**config.mk**
```make
export PLATFORM = sky130hd
export DESIGN_NAME = servo_pwm_multi_avalon_flat
export DESIGN_NICKNAME = d
export VERILOG_FILES = /design/src/rtl/servo_pwm_multi_avalon_if.sv /design/src/rtl/servo_pwm_multi_avalon.sv /design/src/flat_wrapper.sv
export SDC_FILE = /design/constraint.sdc
export NUM_CORES = 1
export LEC_CHECK = 0
export CORE_ASPECT_RATIO = 1.5
export CORE_MARGIN = 3
export CORE_UTILIZATION = 30
export DETAILED_ROUTE_END_ITERATION = 12
export GPL_TIMING_DRIVEN = 0
export PLACE_DENSITY = 0.52
export REMOVE_ABC_BUFFERS = 1
export SLEW_MARGIN = 10
export SYNTH_ARGS = -nofsm -noshare
export SYNTH_HDL_FRONTEND = slang
export SYNTH_SLANG_ARGS = --single-unit
```
**constraint.sdc**
```tcl
create_clock -name clk -period 4.4 [get_ports clk]
set_input_delay 0.66 -clock clk [delete_from_list [all_inputs] [get_ports clk]]
set_output_delay 0.66 -clock clk [all_outputs]
set_load 0.02 [all_outputs]
```
**src/rtl/servo_pwm_multi_avalon_if.sv**
```systemverilog
// Avalon-MM slave bus bundle for the multi-channel servo PWM block.
// No waitrequest: writes complete in one cycle and readdata is registered.
interface servo_pwm_multi_avalon_if #(
    parameter int unsigned ADDR_W = 4
);
    logic [ADDR_W-1:0] address;
    logic              write;
    logic [31:0]       writedata;
    logic              read;
    logic [31:0]       readdata;

    modport master (
        output address, write, writedata, read,
        input  readdata
    );

    modport slave (
        input  address, write, writedata, read,
        output readdata
    );
endinterface

```
**src/rtl/servo_pwm_multi_avalon.sv**
```systemverilog
// Multi-channel hobby-servo PWM generator behind an Avalon-MM slave.
// One shared frame counter; positions and enables only take effect at frame boundaries.
module servo_pwm_multi_avalon #(
    parameter int unsigned NUM_CH      = 4,
    parameter int unsigned ADDR_W      = 4,
    parameter int unsigned FRAME_TICKS = 1000000,
    parameter int unsigned MIN_TICKS   = 50000,
    parameter int unsigned STEP_TICKS  = 196,
    parameter int unsigned SLEW_STEP   = 0
) (
    input  logic                    clk,
    input  logic                    reset_n,
    servo_pwm_multi_avalon_if.slave bus,
    output logic [NUM_CH-1:0]       servo_pwm,
    output logic                    frame_start
);

    localparam logic [7:0] SlewInc = 8'(SLEW_STEP);

    logic [31:0]       frame_cnt;
    logic              frame_wrap;
    logic [NUM_CH-1:0] ctrl;
    logic [NUM_CH-1:0] en_act;
    logic [7:0]        target      [NUM_CH];
    logic [7:0]        current     [NUM_CH];
    logic [7:0]        current_nxt [NUM_CH];
    logic signed [8:0] diff        [NUM_CH];
    logic [8:0]        abs_diff    [NUM_CH];
    logic [31:0]       thresh      [NUM_CH];
    logic [NUM_CH-1:0] pwm_nxt;
    logic [NUM_CH-1:0] busy;
    logic [31:0]       rdata_nxt;
    logic [ADDR_W-1:0] addr;
    logic [31:0]       addr_idx;
    logic              unused_wdata;

    assign addr         = bus.address;
    assign addr_idx     = 32'(addr);
    assign frame_wrap   = (frame_cnt == FRAME_TICKS - 1);
    assign unused_wdata = ^bus.writedata[31:8];

    // Slew toward target and build each channel's compare value from current position.
    always_comb begin
        for (int i = 0; i < NUM_CH; i++) begin
            diff[i]     = $signed({1'b0, target[i]}) - $signed({1'b0, current[i]});
            abs_diff[i] = diff[i][8] ? (9'd0 - diff[i]) : diff[i];
            if (SLEW_STEP == 0 || {23'd0, abs_diff[i]} <= SLEW_STEP) begin
                current_nxt[i] = target[i];
            end else if (diff[i][8]) begin
                current_nxt[i] = current[i] - SlewInc;
            end else begin
                current_nxt[i] = current[i] + SlewInc;
            end
            thresh[i]  = MIN_TICKS + 32'(current[i]) * STEP_TICKS;
            pwm_nxt[i] = en_act[i] && (frame_cnt < thresh[i]);
            busy[i]    = (current[i] != target[i]);
        end
    end

    always_comb begin
        rdata_nxt = '0;
        if (addr_idx == 32'd0) begin
            rdata_nxt = 32'(ctrl);
        end else if (addr_idx == 32'd1) begin
            rdata_nxt[NUM_CH-1:0] = busy;
            rdata_nxt[31]         = (en_act != ctrl);
        end else begin
            for (int i = 0; i < NUM_CH; i++) begin
                if (addr_idx == 32'(i) + 32'd2) begin
                    rdata_nxt = {16'd0, current[i], target[i]};
                end
            end
        end
    end

    // frame_start is registered like servo_pwm so both share the same one-cycle lag.
    always_ff @(posedge clk or negedge reset_n) begin
        if (!reset_n) begin
            frame_cnt   <= '0;
            frame_start <= 1'b0;
            servo_pwm   <= '0;
            en_act      <= '0;
        end else begin
            frame_cnt   <= frame_wrap ? 32'd0 : frame_cnt + 32'd1;
            frame_start <= (frame_cnt == 32'd0);
            servo_pwm   <= pwm_nxt;
            if (frame_wrap) begin
                en_act <= ctrl;
            end
        end
    end

    always_ff @(posedge clk or negedge reset_n) begin
        if (!reset_n) begin
            ctrl         <= '0;
            bus.readdata <= '0;
            for (int i = 0; i < NUM_CH; i++) begin
                target[i]  <= '0;
                current[i] <= '0;
            end
        end else begin
            // Read mux uses pre-write state, so a same-cycle read returns the old value.
            if (bus.read) begin
                bus.readdata <= rdata_nxt;
            end
            if (bus.write && addr_idx == 32'd0) begin
                ctrl <= bus.writedata[NUM_CH-1:0];
            end
            for (int i = 0; i < NUM_CH; i++) begin
                if (bus.write && addr_idx == 32'(i) + 32'd2) begin
                    target[i] <= bus.writedata[7:0];
                end
                if (frame_wrap) begin
                    current[i] <= current_nxt[i];
                end
            end
        end
    end

endmodule

```
**src/flat_wrapper.sv**
```systemverilog
// flat-port wrapper written by rule: the top's interface ports become plain ports
module servo_pwm_multi_avalon_flat 
#(
    parameter int unsigned NUM_CH      = 4,
    parameter int unsigned ADDR_W      = 4,
    parameter int unsigned FRAME_TICKS = 1000000,
    parameter int unsigned MIN_TICKS   = 50000,
    parameter int unsigned STEP_TICKS  = 196,
    parameter int unsigned SLEW_STEP   = 0
)
  (clk, reset_n, servo_pwm, frame_start, bus_address, bus_write, bus_writedata, bus_read, bus_readdata);
  servo_pwm_multi_avalon_if #(.ADDR_W(ADDR_W)) bus_i ();
  input  logic clk;
  input  logic reset_n;
  output logic [NUM_CH-1:0] servo_pwm;
  output logic frame_start;
  input wire logic [$bits(bus_i.address)-1:0] bus_address;
  input wire logic [$bits(bus_i.write)-1:0] bus_write;
  input wire logic [$bits(bus_i.writedata)-1:0] bus_writedata;
  input wire logic [$bits(bus_i.read)-1:0] bus_read;
  output wire logic [$bits(bus_i.readdata)-1:0] bus_readdata;
  assign bus_i.address = bus_address;
  assign bus_i.write = bus_write;
  assign bus_i.writedata = bus_writedata;
  assign bus_i.read = bus_read;
  assign bus_readdata = bus_i.readdata;
  servo_pwm_multi_avalon #(.NUM_CH(NUM_CH), .ADDR_W(ADDR_W), .FRAME_TICKS(FRAME_TICKS), .MIN_TICKS(MIN_TICKS), .STEP_TICKS(STEP_TICKS), .SLEW_STEP(SLEW_STEP)) u_core (.clk(clk), .reset_n(reset_n), .bus(bus_i), .servo_pwm(servo_pwm), .frame_start(frame_start));
endmodule
```
==> results.cfg <==
[global_routing]
grt_pass1_wl_mm = 44.7
first_global_vias = 8197
grt_overflow_total = 0
antenna_found_initial = 0
grt_use_total_pct = 15.8
grt_max_degree = 77

[placed_design]
io_buffer_count = 37
pre_cts_ws_ns = -0.430
gp_congestion = 0.779
post-dp-hpwl_mm = 21.1
placed_area_mm2 = 0.0112

[worst_setup_path]
cp_max_fo = 3
cp.required_ns = 4.72
startpoint_type = flop
crit_path_start = u_core.current[2]$_DFFE_PN0N_
arrival_ns = 4.61
worst_path_max_delay_cell = or4b_4
r2r-start = u_core.current[2]$_DFFE_PN0N_
path_class = flop to flop
crit_family = adder cells
crit_path_cell_trace = ha_4 > fa_1 > ha_1 > ha_2 > inv_2 > fa_2 > nor2b_2 > o221a_2 > or4b_4 > nand3_4 > o21bai_4 > xor2_1 > ha_1 > nand4_1 > o21ai_1 > nor2_1 > a41oi_2 > nor4b_4
slowest_delay_ns = 0.50
cp_num_buf_inv = 1
cpMostUsedCell = ha_1
path_depth = 18
reg2regPathDepth = 18
endpoint_kind = flop

[floorplan]
rows = 82
io_pins = 77
core_mm2 = 0.0338
fp.dieH_um = 233
initial_core_util_pct = 30.6
fp.dieW_um = 158
dieArea_mm2 = 0.0368

[power_and_ir_drop]
p_leak_nw = 6.03
ir_drop_mv = 0.247
p_per_area_mw_per_mm2 = 241
totalPowerFinal_mw = 3.01

[sta]
min_period_over_period_pct = 97.5
fin_crit_ns = 4.29
fmax_mhz = 233
finalSetupViolCount = 0
worst_pin_slew_ns = 0.791
slew_headroom_pct = 47.2
skew_ns = 0.00620
rsz0062_at_grt = yes
maxSlewViolCount = 0
holdWs_ns = 0.202
layout_setup_ws_ns = 0.111
finalHoldViolations = 0

[clock_network]
htreeDepth = 4
clock_sinks = 126
clockBufferDepth = 2
cts_tree = built
cts_root_buf = clkbuf_16
cts_buffers = 17
clk_latency_ns = 0.42
path_clk_slew_ns = 0.06

[drt]
vias_per_cell = 5.18
drt-initial-drc-count = 332
post_drt_wl_per_cell_um = 18.8
routed_wl_mm = 28.3
firstDrtPassIters = 4
drc_errors = 0
drtAntennaViolNets = 0
vias = 7809

[final_layout]
register_area_mm2 = 0.00317
final_cell_area_mm2 = 0.0125
fillers = 3362
nNetsFinal = 1301
syn_to_final_growth_pct = 20.6
multi_input_comb_area_mm2 = 0.00736
drive_above_1_share_pct = 21.4
insertedDiodeCount = 0

[synthesis]
synth_simple_gate_area_share_pct = 11.9
synth_compound_area_share_pct = 10.8
mappedNetlistArea_mm2 = 0.0103
synth_edf_count = 0
ys_warn_count = 0
synth_flop_cell = dfrtp_1
synth_area_leaders = dfrtp_1, ha_1, mux2_2
synthArstFlopShare_pct = 100
avgSynthCellArea_um2 = 10.3
yosys_register_bits = 126
ys_types = 62
synth_top_area_share_pct = 30.5
syn-instance-count = 1006
muxShareOfSynthArea_pct = 9.32
yosysSeqAreaShare_pct = 30.5
synth_top_family_by_area = adder cells
yosys.area_share.adder_pct = 23.1
synth_xor_area_share_pct = 10.6
yosys.area.top_type = dfrtp_1

[run]
drv_cap = 0

[hold_path]
worst_hold_path_type = input pin to async pin

[run_status]
status = complete, no violations
## where the power goes
part	switching [mW]	internal (mW)
Sequential	0.122	1.25
Clock	0.507	0.795
Combinational	0.163	0.173
## cell usage in the layout, fill, tap and decap left out, types with 16 or more instances in the layout
| cell type | n |
|---|---|
| mux2i_1 | 22 |
| inv_1 | 40 |
| xnor2_1 | 73 |
| clkbuf_16 | 17 |
| buf_4 | 32 |
| clkdlybuf4s50_1 | 34 |
| dfrtp_2 | 16 |
| mux2_2 | 66 |
| nand4_1 | 20 |
| nand3_1 | 21 |
| o21ai_0 | 34 |
| dfrtp_1 | 110 |
| nor2_1 | 34 |
| ha_1 | 155 |
| nand2_1 | 61 |
| a21o_1 | 17 |
| xor2_1 | 39 |
| a21oi_1 | 27 |
## per-layer routing
layer / GRT usage [%] / routed length [um] / vias up
li1: - / - / 3772
met1: 17.7 / 11400 / 3875
met2: 30.4 / 15500 / 124
met3: 2.35 / 669 / 38
met4: 4.83 / 670 / 0
met5: 0 / 0 / -
## metrics by stage
stage | utilization (%) | TNS (ns) | cells
after floorplan | - | 0 | 981
after global placement | 32.8 | -466.66 | 1438
after detailed placement | 33.1 | -0.843 | 1445
after CTS | 35.4 | 0 | 1490
after global routing | 36.9 | -0.127 | 1508
final | 36.9 | 0 | 1508
## state kept, by name (all words and copies together) (netlist names)
signal and flops:
u_core.en_act 4, u_core.servo_pwm 4, u_core.bus.readdata 17, u_core.current_nxt 32, u_core.frame_start 1, u_core.ctrl 4
u_core.current 32, u_core.frame_cnt 32
## worst register-to-register path, stage by stage, from the launching register on
cell and delay, ns:
dfrtp_2 0.46, ha_4 0.29, fa_1 0.41, ha_1 0.29, ha_2 0.19, inv_2 0.06, fa_2 0.22, nor2b_2 0.05
o221a_2 0.25, or4b_4 0.50, nand3_4 0.11, o21bai_4 0.12, xor2_1 0.17, ha_1 0.28, nand4_1 0.11, o21ai_1 0.07
nor2_1 0.13, a41oi_2 0.14, nor4b_4 0.31
## cells by family (layout without fill, tap and decap cells)
kind of cell / count (synthesis) / after routing
buffers and inverters: 81 / 149
muxes: 88 / 88
other: 1 / 15
AOI/OAI and AO/OA: 167 / 167
and+or+nand+nor: 234 / 234
xor gates and xnor gates: 125 / 125
adders and majority gates: 184 / 184
DFF: 126 / 126
## cell usage after synthesis (6+ instances only)
cell type and instances:
buf_4 16, ha_1 172, nand4_1 20, o2111ai_1 6, a21oi_1 30, mux2i_1 22, and3_1 11, a211oi_1 7
o21bai_1 7, mux2_2 66, fa_1 12, o221ai_1 7, inv_1 42, nand3_1 25, buf_2 9, dfrtp_1 126
xor2_1 45, a21o_1 17, xnor2_1 80, clkbuf_1 11, o22ai_1 7, nor2b_1 18, nor2_1 37, o21a_1 8
o21ai_0 39, nor3_1 7, nand2_1 61, nor4_1 9, nand2b_1 12
## timing repair
action,CTS,global route
resized for setup,35,66
hold buffers,0,0
endpoints found under the hold margin,0,0
setup endpoints to repair,4,4
setup buffers,15,18
pin swaps,12,44
## final timing paths
check                      slack, ns                            endpoint
max                             0.11       u_core.servo_pwm[3]$_DFF_PN0_
min in group clk                0.48  u_core.bus.readdata[8]$_DFFE_PN0P_
max reg2reg                     0.11       u_core.servo_pwm[3]$_DFF_PN0_
max in group asynchronous       3.38       u_core.current[3]$_DFFE_PN0N_
min reg2reg                     0.48  u_core.bus.readdata[8]$_DFFE_PN0P_
min                             0.20      u_core.current[14]$_DFFE_PN0N_
## area by class of cell
| class | count | area share (%) |
|---|---|---|
| Clock buffer | 23 | 3.75 |
| Clock inverter | 7 | 0.522 |
| Inverter | 42 | 1.26 |
| Multi-Input combinational cell | 813 | 59.0 |
| Sequential cell | 126 | 25.5 |
| Tap cell | 420 | 4.22 |
| Timing Repair Buffer | 77 | 5.75 |
No activity file was read; power rests on OpenSTA's default activity.
